File: config.mk
export PLATFORM = sky130hd
export DESIGN_NAME = encoder_4_to_2_rr
export DESIGN_NICKNAME = d
export VERILOG_FILES = /design/src/rtl/encoder_4_to_2_rr.sv
export SDC_FILE = /design/constraint.sdc
export NUM_CORES = 1
export LEC_CHECK = 0
export CAP_MARGIN = 30
export CORE_AREA = 2 2 43 45
export DETAILED_ROUTE_END_ITERATION = 16
export DIE_AREA = 0 0 45 47
export PLACE_DENSITY_LB_ADDON = 0.12
export SETUP_SLACK_MARGIN = 0.02
export SLEW_MARGIN = 10
export SYNTH_ARGS = -nofsm -noshare
export SYNTH_HDL_FRONTEND = slang
export SYNTH_SLANG_ARGS = --single-unit
File: constraint.sdc
create_clock -name i_clk -period 2.6 [get_ports i_clk]
set_clock_uncertainty 0.2 [all_clocks]
set_input_delay 0.52 -clock i_clk [delete_from_list [all_inputs] [get_ports i_clk]]
set_output_delay 0.52 -clock i_clk [all_outputs]
set_load 0.005 [all_outputs]
File: src/rtl/encoder_4_to_2_rr.sv
// Registered request encoder: picks one active request line (fixed or round-robin priority) and presents its index and one-hot grant.
// Latency: one cycle from the capture edge to o_valid; there is no combinational path from i_req to any output.
// Backpressure: the result holds stable while i_ready=0; on a handshake a new request is captured on the same edge, so there is no bubble.
module encoder_4_to_2_rr #(
  parameter int N  = 4,
  parameter int W  = $clog2(N),
  parameter bit RR = 1'b1
) (
  input  logic         i_clk,
  input  logic         i_rst,
  input  logic         i_en,
  input  logic [N-1:0] i_req,
  input  logic         i_ready,
  output logic         o_valid,
  output logic [W-1:0] o_idx,
  output logic [N-1:0] o_onehot,
  output logic         o_multi
);

  typedef enum logic {IDLE, HOLD} state_t;

  state_t         state_q, state_d;
  logic [W-1:0]   ptr_q;
  logic [W-1:0]   idx_q;
  logic [N-1:0]   onehot_q;
  logic           multi_q;
  logic [W-1:0]   base;
  logic [W-1:0]   sel_idx;
  logic           any_req;
  logic           handshake;
  logic           capture;

  assign any_req   = |i_req;
  assign handshake = (state_q == HOLD) && i_ready;

  // A same-edge recapture must already see the pointer advanced past the accepted index.
  assign base = handshake ? idx_q + 1'b1 : ptr_q;

  always_comb begin
    logic         found;
    logic [W-1:0] pos;
    sel_idx = '0;
    found   = 1'b0;
    pos     = '0;
    if (RR) begin
      for (int k = 0; k < N; k++) begin
        pos = base + W'(k);
        if (!found && i_req[pos]) begin
          sel_idx = pos;
          found   = 1'b1;
        end
      end
    end else begin
      for (int k = N - 1; k >= 0; k--) begin
        if (i_req[k]) sel_idx = W'(k);
      end
    end
  end

  always_comb begin
    state_d = state_q;
    capture = 1'b0;
    case (state_q)
      IDLE: begin
        if (i_en && any_req) begin
          capture = 1'b1;
          state_d = HOLD;
        end
      end
      HOLD: begin
        if (i_ready) begin
          if (i_en && any_req) capture = 1'b1;
          else                 state_d = IDLE;
        end
      end
      default: state_d = IDLE;
    endcase
  end

  always_ff @(posedge i_clk) begin
    if (i_rst) state_q <= IDLE;
    else       state_q <= state_d;
  end

  always_ff @(posedge i_clk) begin
    if (i_rst) begin
      ptr_q    <= '0;
      idx_q    <= '0;
      onehot_q <= '0;
      multi_q  <= 1'b0;
    end else begin
      if (handshake) ptr_q <= idx_q + 1'b1;
      if (capture) begin
        idx_q    <= sel_idx;
        onehot_q <= {{(N-1){1'b0}}, 1'b1} << sel_idx;
        multi_q  <= |(i_req & (i_req - 1'b1));
      end
    end
  end

  assign o_valid  = (state_q == HOLD);
  assign o_idx    = idx_q;
  assign o_onehot = onehot_q;
  assign o_multi  = multi_q;

endmodule

==> run metrics <==
GP Congestion 0.742; CP top delay family compound AO/OA/AOI/OAI gates; ranking of synthesized cells by area dfxtp_1, a32o_1, nand3b_1; number of synthesized flops with an enable pin 0; fin. max-slew vios 0; placed cell count between 90 and 100; crit-path max FO 4; final WL 1400 um; Port Buffer Count 15; Pleak ~0.3 nW; first-pass GRT wire length 2240 um; flops & latches, synth 10; Hold Buf Count CTS 0; Setup crit start kind input pin; pre-CTS WS roughly 0.0014 ns; Final Worst Setup Slack 0.298 ns; Setup TNS 0 ns; CP Capture Type register; DPL Wire Length 952 um; GR Overflow Total 0; Final Setup Violations 0; antenna diode count 0; fin crit share 88.5%; maximum buffer depth of the clock tree 2; multi-input combinational cell area roughly 330 um2; Ports 16; syn_nets slightly above 70; design area slightly below 800 um2; latest clock arrival within the worst-skew pair roughly 0.27 ns; worst min path class reg2reg; DRT iter0 DRCs 8; RSZ-0062 raised after global routing no; layout cells sized above 1 ~14%; area share of the largest cell type after synthesis approximately 37%; Mapped Area 548 um2; PwrDens ~530 nW/um2; H-tree depth 1; Fmax 434 MHz; Post-CTS Repair Setup Buffers 0; top-count cell post-synth dfxtp_1; Async S/R FF share, synth 0%; worst vdd ir ~0.23 mV; largest net degree at the start of global routing 12; top cells by count, synth dfxtp_1, nor2_1; CTS sink cnt 10; outcome complete, no violations; # resized after CTS 0; DR vias/cell approximately 5.5; Synth Instances between 60 and 70; number of core rows 15; Worst Path Buf+Inv 1; Synth cell types 33; Post-synth top flop dfxtp_1; initial core utilization ~33%; Ys Warns 0; Placement Cell Area around 740 um2; worst slew pin tran between 0.4 and 0.5 ns; crit-path cells clkdlybuf4s50_1 -> a21oi_1 -> a31oi_1 -> mux2_4 -> a211o_1 -> a32o_1; min Tclk post-route 2.30 ns; Storage cell area around 200 um2; CP Data Arrival Time roughly 2.3 ns; vias in the first global route 520; fill count ~170; area leader, netlist dfxtp_1; Slew HR approximately two thirds; met2 routed WL approximately 540 um; Pre-antenna DRT Iters 4; Post-Layout Cell Count 100; die width roughly 45 um; Worst-path clk slew 0.07 ns; DRC errors left 0; Fin. Hold Viols 0; Die ar. 2120 um2; Critical Path Slowest Stage Cell clkdlybuf4s50_1; metal3 WL 84 um; GR Util All Layers 15.5%; Routed Antenna Nets 0; CTS tree built; total of max-cap violations 0; total CTS buffers 3; Overall Power between 400 and 500 uW; Root Buffer clkbuf_4; die height about 47 um; sequential cell area fraction in the yosys report 36.5%; Nets 92; initial antenna violation count 0; Worst EP required 2.57 ns; Synth Area per Inst 8.70 um2; top layer in use met4; area delta synth->final 40.9%; Core Area around 1700 um2; WL/cell 14.0 um; CP Class in2reg; Vias between 500 and 600; delay of the slowest critical-path stage 0.51 ns; routed metal-1 wirelength ~710 um
## sequential cells by signal, indices dropped and copies added (netlist names)
name,flops
o_onehot,4
o_idx,2
ptr_q,2
o_multi,1
o_valid,1
## logic make-up (layout without fill, tap and decap cells)
logic type	after synthesis	after routing	synth area share (%)
adder cells (fa/ha/maj)	1	1	1.83
buffers and inverters	5	25	3.88
AO/OA/AOI/OAI	19	19	26.3
multiplexers	2	2	4.57
flip-flops	10	10	36.5
AND/OR/NAND/NOR	25	25	25.3
XOR/XNOR	1	1	1.60
## through the flow
| step | utilization [%] | hold slack [ns] |
|---|---|---|
| final | 46.7 | 0.282 |
| after global routing | 46.7 | 0.327 |
| after floorplan | - | 0.271 |
| after detailed placement | 44.5 | 0.272 |
| after CTS | 46.7 | 0.285 |
| after global placement | 44.5 | 0.267 |
## power by group
group	leakage (nW)	internal (mW)	switching (mW)
Clock	0.0210	0.0852	0.0581
Sequential	0.0819	0.163	0.00765
Combinational	0.196	0.0543	0.0436
## layout make-up
class                      count  share of cell area [%]
tap                           17                    2.76
timing repair buffer          19                    23.3
clock buffer                   4                    4.70
multi-input combinational     48                    42.3
sequential                    10                    25.9
inverter                       2                   0.972
## placed cells by master, fill, tap and decap left out, drive strengths merged, types with 2 or more instances in the layout
cell type / netlist / routed
clkdlybuf4s50: 0 / 15
o21ai: 3 / 3
a32o: 3 / 3
nor2b: 3 / 3
dfxtp: 10 / 10
nand2: 3 / 3
a21oi: 3 / 3
buf: 2 / 4
nor3: 2 / 2
nor2: 6 / 6
inv: 2 / 2
nand2b: 2 / 2
o22ai: 2 / 2
clkbuf: 1 / 4
nand3b: 3 / 3
## routing by layer
layer	vias to the layer above	track usage, %
li1	275	-
met1	250	20.9
met2	21	19.7
met3	7	4.62
met4	0	13.5
met5	-	0
## path summary, 6_finish.rpt
path	start	to	slack, ns	cells after the start
worst max-delay path	i_ready	o_onehot[2]	0.30	6
worst min-delay path	o_onehot[0]	o_onehot[0]	0.28	2
worst max register to register	o_idx[0]	o_onehot[2]	0.63	5
worst min register to register	o_onehot[0]	o_onehot[0]	0.28	2
## tightest hold or removal path, cell delays in order (launching register included)
cell,delay [ns]
dfxtp_1,0.31
nand3b_1,0.07
o21ai_1,0.05
Note: power is estimated with default switching activity, not from simulation.
